==> src/rtl/display_scan_ctrl_if.sv <==
// PicoBlaze port I/O bus as seen by a peripheral.
//   master : processor side, drives address, write data and strobes
//   slave  : peripheral side, returns registered read data
// Signals:
//   port_id      8  port address
//   data_in      8  write data (processor -> peripheral)
//   data_out     8  read data (peripheral -> processor)
//   read_strobe  1  read qualifier
//   write_strobe 1  write qualifier
interface display_scan_ctrl_if;
    logic [7:0] port_id;
    logic [7:0] data_in;
    logic [7:0] data_out;
    logic       read_strobe;
    logic       write_strobe;

    modport master (
        output port_id,
        output data_in,
        output read_strobe,
        output write_strobe,
        input  data_out
    );

    modport slave (
        input  port_id,
        input  data_in,
        input  read_strobe,
        input  write_strobe,
        output data_out
    );
endinterface

==> src/rtl/display_scan_ctrl.sv <==
// Multiplexed seven-segment display controller on the PicoBlaze port bus.
// Holds one register per digit plus a control register, decodes hex nibbles
// to segments and scans the digits onto shared cathodes with a programmable
// tick rate and 16-level brightness PWM.
// Ports:
//   clk      system clock
//   reset    asynchronous, active-high reset
//   bus      port I/O bus (slave modport): port_id, data_in, data_out,
//            read_strobe, write_strobe
//   anode    digit select, one-hot when lit (polarity per ACTIVE_LOW)
//   cathode  segments {dp,g,f,e,d,c,b,a} (polarity per ACTIVE_LOW)
// Register map (relative to BASE_ADDRESS):
//   0..NUM_DIGITS-1  digit: [3:0] hex, [4] dp, [5] blank
//   NUM_DIGITS       control: [0] enable, [7:4] brightness
//   NUM_DIGITS+1     status (read-only): [2:0] digit index, [3] lit
module display_scan_ctrl #(
    parameter logic [7:0]  BASE_ADDRESS = 8'h00,
    parameter int          NUM_DIGITS   = 4,
    parameter logic [15:0] REFRESH_DIV  = 16'd3125,
    parameter bit          ACTIVE_LOW   = 1'b1
) (
    input  logic                   clk,
    input  logic                   reset,
    display_scan_ctrl_if.slave     bus,
    output logic [NUM_DIGITS-1:0]  anode,
    output logic [7:0]             cathode
);

    localparam int          IDX_W      = (NUM_DIGITS > 1) ? $clog2(NUM_DIGITS) : 1;
    localparam logic [7:0]  NUM_D8     = 8'(NUM_DIGITS);
    localparam logic [7:0]  CTRL_OFS   = 8'(NUM_DIGITS);
    localparam logic [7:0]  STAT_OFS   = 8'(NUM_DIGITS + 1);
    localparam logic [IDX_W-1:0] LAST_IDX = IDX_W'(NUM_DIGITS - 1);
    localparam logic [15:0] PRESC_LAST = REFRESH_DIV - 16'd1;

    typedef enum logic {
        DISABLED = 1'b0,
        SCANNING = 1'b1
    } state_t;

    state_t                state_q, state_d;
    logic [3:0]            bright_q;
    logic [5:0]            digit_q [NUM_DIGITS];
    logic [15:0]           presc_q, presc_d;
    logic [3:0]            pwm_q, pwm_d;
    logic [IDX_W-1:0]      idx_q, idx_d;
    logic                  lit_q;
    logic [IDX_W-1:0]      disp_idx_q;

    logic [7:0]            offset;
    logic [IDX_W-1:0]      sel;
    logic                  digit_hit;
    logic                  ctrl_wr;
    logic                  tick;
    logic                  lit;
    logic [NUM_DIGITS-1:0] anode_d;
    logic [7:0]            cathode_d;
    logic [7:0]            rd_d;

    // Reads have no side effects, so the read qualifier is not needed.
    logic unused_ok;
    assign unused_ok = &{1'b0, bus.read_strobe};

    function automatic logic [7:0] seg_decode(input logic [5:0] d);
        logic [6:0] seg;
        if (d[5]) begin
            return 8'h00;
        end
        case (d[3:0])
            4'h0: seg = 7'h3F;
            4'h1: seg = 7'h06;
            4'h2: seg = 7'h5B;
            4'h3: seg = 7'h4F;
            4'h4: seg = 7'h66;
            4'h5: seg = 7'h6D;
            4'h6: seg = 7'h7D;
            4'h7: seg = 7'h07;
            4'h8: seg = 7'h7F;
            4'h9: seg = 7'h6F;
            4'hA: seg = 7'h77;
            4'hB: seg = 7'h7C;
            4'hC: seg = 7'h39;
            4'hD: seg = 7'h5E;
            4'hE: seg = 7'h79;
            default: seg = 7'h71;
        endcase
        return {d[4], seg};
    endfunction

    // Offset wraps to a large value below BASE_ADDRESS, so a single
    // unsigned compare covers both range ends.
    assign offset    = bus.port_id - BASE_ADDRESS;
    assign sel       = offset[IDX_W-1:0];
    assign digit_hit = (offset < NUM_D8);
    assign ctrl_wr   = bus.write_strobe && (offset == CTRL_OFS);
    assign tick      = (presc_q == PRESC_LAST);

    // Register file writes
    always_ff @(posedge clk or posedge reset) begin
        if (reset) begin
            bright_q <= 4'hF;
            for (int i = 0; i < NUM_DIGITS; i++) begin
                digit_q[i] <= 6'h00;
            end
        end else begin
            if (bus.write_strobe && digit_hit) begin
                digit_q[sel] <= bus.data_in[5:0];
            end
            if (ctrl_wr) begin
                bright_q <= bus.data_in[7:4];
            end
        end
    end

    // Scan state register
    always_ff @(posedge clk or posedge reset) begin
        if (reset) begin
            state_q <= SCANNING;
            presc_q <= 16'd0;
            pwm_q   <= 4'd0;
            idx_q   <= '0;
        end else begin
            state_q <= state_d;
            presc_q <= presc_d;
            pwm_q   <= pwm_d;
            idx_q   <= idx_d;
        end
    end

    // Next scan state and display outputs
    always_comb begin
        state_d   = state_q;
        presc_d   = presc_q;
        pwm_d     = pwm_q;
        idx_d     = idx_q;
        lit       = 1'b0;
        anode_d   = '0;
        cathode_d = 8'h00;

        if (ctrl_wr) begin
            state_d = bus.data_in[0] ? SCANNING : DISABLED;
        end

        case (state_q)
            DISABLED: begin
                presc_d = 16'd0;
                pwm_d   = 4'd0;
                idx_d   = '0;
            end
            SCANNING: begin
                // A disabling write overrides a coincident tick.
                if (ctrl_wr && !bus.data_in[0]) begin
                    presc_d = 16'd0;
                    pwm_d   = 4'd0;
                    idx_d   = '0;
                end else if (tick) begin
                    presc_d = 16'd0;
                    pwm_d   = pwm_q + 4'd1;
                    if (pwm_q == 4'hF) begin
                        idx_d = (idx_q == LAST_IDX) ? '0 : idx_q + 1'b1;
                    end
                end else begin
                    presc_d = presc_q + 16'd1;
                end
                lit = (pwm_q <= bright_q);
            end
            default: begin
                state_d = DISABLED;
            end
        endcase

        if (lit) begin
            anode_d[idx_q] = 1'b1;
            cathode_d      = seg_decode(digit_q[idx_q]);
        end
    end

    // Output pin registers
    always_ff @(posedge clk or posedge reset) begin
        if (reset) begin
            anode      <= {NUM_DIGITS{ACTIVE_LOW}};
            cathode    <= {8{ACTIVE_LOW}};
            lit_q      <= 1'b0;
            disp_idx_q <= '0;
        end else begin
            anode      <= anode_d ^ {NUM_DIGITS{ACTIVE_LOW}};
            cathode    <= cathode_d ^ {8{ACTIVE_LOW}};
            lit_q      <= lit;
            disp_idx_q <= idx_q;
        end
    end

    // Read mux
    always_comb begin
        rd_d = 8'h00;
        if (digit_hit) begin
            rd_d = {2'b00, digit_q[sel]};
        end else if (offset == CTRL_OFS) begin
            rd_d = {bright_q, 3'b000, (state_q == SCANNING)};
        end else if (offset == STAT_OFS) begin
            rd_d = {4'h0, lit_q, 3'(disp_idx_q)};
        end
    end

    always_ff @(posedge clk or posedge reset) begin
        if (reset) begin
            bus.data_out <= 8'h00;
        end else begin
            bus.data_out <= rd_d;
        end
    end

endmodule

==> src/flat_wrapper.sv <==
// flat-port wrapper written by rule: the top's interface ports become plain ports
module display_scan_ctrl_flat 
#(
    parameter logic [7:0]  BASE_ADDRESS = 8'h00,
    parameter int          NUM_DIGITS   = 4,
    parameter logic [15:0] REFRESH_DIV  = 16'd3125,
    parameter bit          ACTIVE_LOW   = 1'b1
)
  (clk, reset, anode, cathode, bus_port_id, bus_data_in, bus_read_strobe, bus_write_strobe, bus_data_out);
  display_scan_ctrl_if bus_i ();
  input  logic clk;
  input  logic reset;
  output logic [NUM_DIGITS-1:0] anode;
  output logic [7:0] cathode;
  input wire logic [$bits(bus_i.port_id)-1:0] bus_port_id;
  input wire logic [$bits(bus_i.data_in)-1:0] bus_data_in;
  input wire logic [$bits(bus_i.read_strobe)-1:0] bus_read_strobe;
  input wire logic [$bits(bus_i.write_strobe)-1:0] bus_write_strobe;
  output wire logic [$bits(bus_i.data_out)-1:0] bus_data_out;
  assign bus_i.port_id = bus_port_id;
  assign bus_i.data_in = bus_data_in;
  assign bus_i.read_strobe = bus_read_strobe;
  assign bus_i.write_strobe = bus_write_strobe;
  assign bus_data_out = bus_i.data_out;
  display_scan_ctrl #(.BASE_ADDRESS(BASE_ADDRESS), .NUM_DIGITS(NUM_DIGITS), .REFRESH_DIV(REFRESH_DIV), .ACTIVE_LOW(ACTIVE_LOW)) u_core (.clk(clk), .reset(reset), .bus(bus_i), .anode(anode), .cathode(cathode));
endmodule
==> config.mk <==
export PLATFORM = sky130hd
export DESIGN_NAME = display_scan_ctrl_flat
export DESIGN_NICKNAME = d
export VERILOG_FILES = /design/src/rtl/display_scan_ctrl_if.sv /design/src/rtl/display_scan_ctrl.sv /design/src/flat_wrapper.sv
export SDC_FILE = /design/constraint.sdc
export NUM_CORES = 1
export LEC_CHECK = 0
export CORE_MARGIN = 8
export CORE_UTILIZATION = 50
export DETAILED_ROUTE_END_ITERATION = 8
export HOLD_SLACK_MARGIN = 0.08
export PLACE_DENSITY_LB_ADDON = 0.3
export RECOVER_POWER = 50
export SYNTH_ARGS = -nofsm -noshare
export SYNTH_HDL_FRONTEND = slang
export SYNTH_SLANG_ARGS = --single-unit
==> constraint.sdc <==
create_clock -name clk -period 4.6 [get_ports clk]
set_input_delay 0.46 -clock clk [delete_from_list [all_inputs] [get_ports clk]]
set_output_delay 0.46 -clock clk [all_outputs]
set_load 0.01 [all_outputs]
==> Flow_metrics.wiki <==
{| class="wikitable"
! Metric !! Value
|-
| Bufs on Longest Clock Path || 2
|-
| Number of placed cells counting well taps || 435
|-
| Pin count of the biggest net entering global routing || 46
|-
| DRC Markers || 0
|-
| Number of buffers added to fix hold violations after cts || 0
|-
| Vias per Instance || ~5.4
|-
| Share of post-route cells with drive strength above 1 || 0.233
|-
| Register area share after synthesis || 0.501
|-
| Transition time at the pin with the least slew margin || between 1 and 1.5 ns
|-
| Antenna violations before repair || 0
|-
| Starting utilization of the core area || 0.515
|-
| Clock buffers created by TritonCTS || 9
|-
| Gate count after technology mapping || 307
|-
| Data required time at the worst endpoint || about 4.8 ns
|-
| Total wire length || around 7100 um
|-
| Post-synth EDFFs || 0
|-
| Gr ovfl total || 0
|-
| Fmax || about 350 MHz
|-
| Number of synthesized register bits || 74
|-
| Biggest area consumer among synthesized cells || dfrtp_1
|-
| Final number of hold-violating endpoints || 0
|-
| Placeable Area || 7250 um2
|-
| First-pass iteration count of the detailed router || 4
|-
| Reg-to-reg slack, setup || 2.13 ns
|-
| Hold Path Class || register to register
|-
| Clock edge transition at the registers on the reported setup and hold paths || 0.07 ns
|-
| Post-DR wirelength/cell || 15.8 um
|-
| Height of the die || around 100 um
|-
| Outcome || complete, no violations
|-
| Setup-failing EPs final || 0
|-
| Leakage power total || roughly 1.9 nW
|-
| Area growth, synth to finish || 16.7%
|-
| CP max FO || 16
|-
| Ant diodes || 0
|-
| Clock root buffer || clkbuf_8
|-
| Area of the die || roughly 10000 um2
|-
| Standard cell with the maximum stage delay on the critical path || clkdlybuf4s50_1
|-
| Post-cts repair resize count || 0
|-
| Async SR Flop Fraction || 1.00
|-
| Routability-driven placement congestion ratio || a little under 0.8
|-
| Cell breakdown of the critical path || clkdlybuf4s50_1, nor3b_1, nand3_1, o21ai_4, or2_2, nor2_1
|-
| Total power || approximately 0.0012 W
|-
| Sum of negative setup slack || 0 ns
|-
| Critical path class || input pin to register
|-
| Total of max-cap violations || 0
|-
| Power density cells || between 200 and 300 nW/um2
|-
| Nature of the critical path startpoint || input pin
|-
| Crit end category || register
|-
| Post-route clock period utilization || 0.613
|-
| Post-CTS setup-driven buffer insertion count || 0
|-
| Synthesized area per cell || 12.2 um2
|-
| Buffers on Ports || 38
|-
| Fraction of synthesized cell area taken by the top area cell type || 0.382
|-
| Main flop type after synthesis || dfrtp_1
|-
| Number of sinks handled by clock tree synthesis || 74
|-
| Cell types occupying the most area after synthesis || dfrtp_1 (38%), dfstp_2 (12%), mux2_2 (9.0%)
|-
| Ports || 40
|-
| Clk Latency, worst-skew pair || approximately 0.34 ns
|-
| Hpwl dp || slightly above 5000 um
|-
| GRT Resource Usage Total || 0.153
|-
| Period minus WS final || between 2 and 3 ns
|-
| Synthesized area || ~3700 um2
|-
| Number of global-route vias before repair || roughly 2500
|-
| X dimension of the die || 102 um
|-
| Worst clock skew || between 0.009 and 0.01 ns
|-
| Site Rows || 31
|-
| Final instance area || 4360 um2
|-
| TritonCTS clock tree || done
|-
| Flip-flop and latch area || approximately 1900 um2
|-
| Layout Cells excl Fill || approximately 450
|-
| Unrepaired setup endpoints after global routing || false
|-
| Relative slew slack || 0.298
|-
| Post-Place Cell Area || 4200 um2
|-
| Post-synth cell types || between 50 and 60
|-
| Post-synthesis net count || approximately 340
|-
| Drt initial violations || 97
|-
| Maximum level of the CTS H-tree || 3
|-
| Peak supply drop || about 150 uV
|-
| Data arrival time of the critical path || 3.04 ns
|-
| Area of the multi-input gates || about 1800 um2
|-
| Yosys warning count || 0
|-
| Max stage delay on crit path || about 0.7 ns
|-
| Final count of pins violating max slew || 0
|-
| Wire length of the first global-routing pass || approximately 12000 um
|-
| Number of routed nets with antenna violations || 0
|-
| Vias after detailed routing || around 2400
|-
| Filler cell count || 603
|-
| Nets || 384
|}
## critical path, delay by kind of cell
kind	cells	cell delay, ns
AOI/OAI and AO/OA	1	0.37
buffers and inverters	1	0.68
and+or+nand+nor	4	1.52
## Yosys cell counts, types with 3 or more instances
cell type,number
mux4_2,11
dfstp_2,17
xor2_1,13
inv_1,15
mux2i_1,8
nor2_1,33
nor3_1,5
nand2_1,22
ha_1,17
nand3_1,8
a21oi_1,4
nand4_1,4
and3_1,3
mux2_2,30
o21ai_0,6
xnor2_1,8
dfrtp_1,57
clkbuf_1,5
## registers in the layout (all words and copies together), names as in the netlist
signal / count
u_core.anode: 4
u_core.bright_q: 4
u_core.bus.data_out: 8
u_core.cathode: 8
u_core.digit_q: 24
u_core.disp_idx_q: 2
u_core.idx_q: 2
u_core.lit_q: 1
u_core.presc_q: 16
u_core.pwm_q: 4
u_core.state_q: 1
## power by group
| part | internal, W | switching, W | total (W) |
|---|---|---|---|
| clock network | 0.000209 | 0.000226 | 0.000434 |
| logic | 0.0000523 | 0.0000544 | 0.000107 |
| registers | 0.000671 | 0.0000122 | 0.000683 |
## cell type report
class                           instances  area share
Sequential cell                        74       0.430
Multi-Input combinational cell        208       0.403
Timing Repair Buffer                   39      0.0890
Clock buffer                           13      0.0341
Tap cell                               99      0.0284
Inverter                               15      0.0129
Clock inverter                          3     0.00344
## metrics by stage
stage	hold WS, ns	util	worst slack (ns)
final	0.515	0.601	1.78
after detailed placement	0.503	0.579	1.46
after global routing	0.553	0.601	1.55
after CTS	0.515	0.601	1.82
after global placement	0.498	0.579	1.50
after floorplan	0.396	-	2.29
## per-layer routing
| layer | global-route usage | up-vias | share of wire |
|---|---|---|---|
| met4 | 0.0745 | 0 | 0.019 |
| met1 | 0.206 | 1204 | 0.47 |
| met2 | 0.224 | 65 | 0.46 |
| met5 | 0 | - | 0 |
| met3 | 0.0375 | 12 | 0.058 |
| li1 | - | 1168 | - |
## cells by family after synthesis
| group | Yosys count | synth area share |
|---|---|---|
| xor gates and xnor gates | 21 | 0.0492 |
| buffers and inverters | 25 | 0.0288 |
| adders and majority gates | 17 | 0.0569 |
| DFF | 74 | 0.501 |
| and+or+nand+nor | 93 | 0.130 |
| AOI/OAI and AO/OA | 28 | 0.0556 |
| muxes | 49 | 0.178 |
## layout by cell type, fill, tap and decap left out, types with 4 or more instances in the layout
cell	count
a21oi_1	4
clkbuf_8	10
clkdlybuf4s50_1	29
dfrtp_1	57
dfstp_2	17
dlygate4sd3_1	9
ha_1	17
inv_1	15
mux2_2	30
mux2i_1	8
mux4_2	11
nand2_1	22
nand3_1	8
nand4_1	4
nor2_1	33
nor3_1	5
o21ai_0	6
xnor2_1	8
xor2_1	13
## path summary, 6_finish.rpt
check	startpoint	endpoint	depth (start not counted)
min in group asynchronous	reset	u_core.digit_q[9]	2
setup / recovery	bus_port_id[1]	u_core.presc_q[2]	6
max in group asynchronous	reset	u_core.bright_q[1]	3
setup reg to reg	u_core.bright_q[2]	u_core.cathode[2]	7
hold reg to reg	u_core.presc_q[0]	u_core.presc_q[0]	1
hold / removal	u_core.presc_q[0]	u_core.presc_q[0]	1
Note: power is estimated with default switching activity, not from simulation.
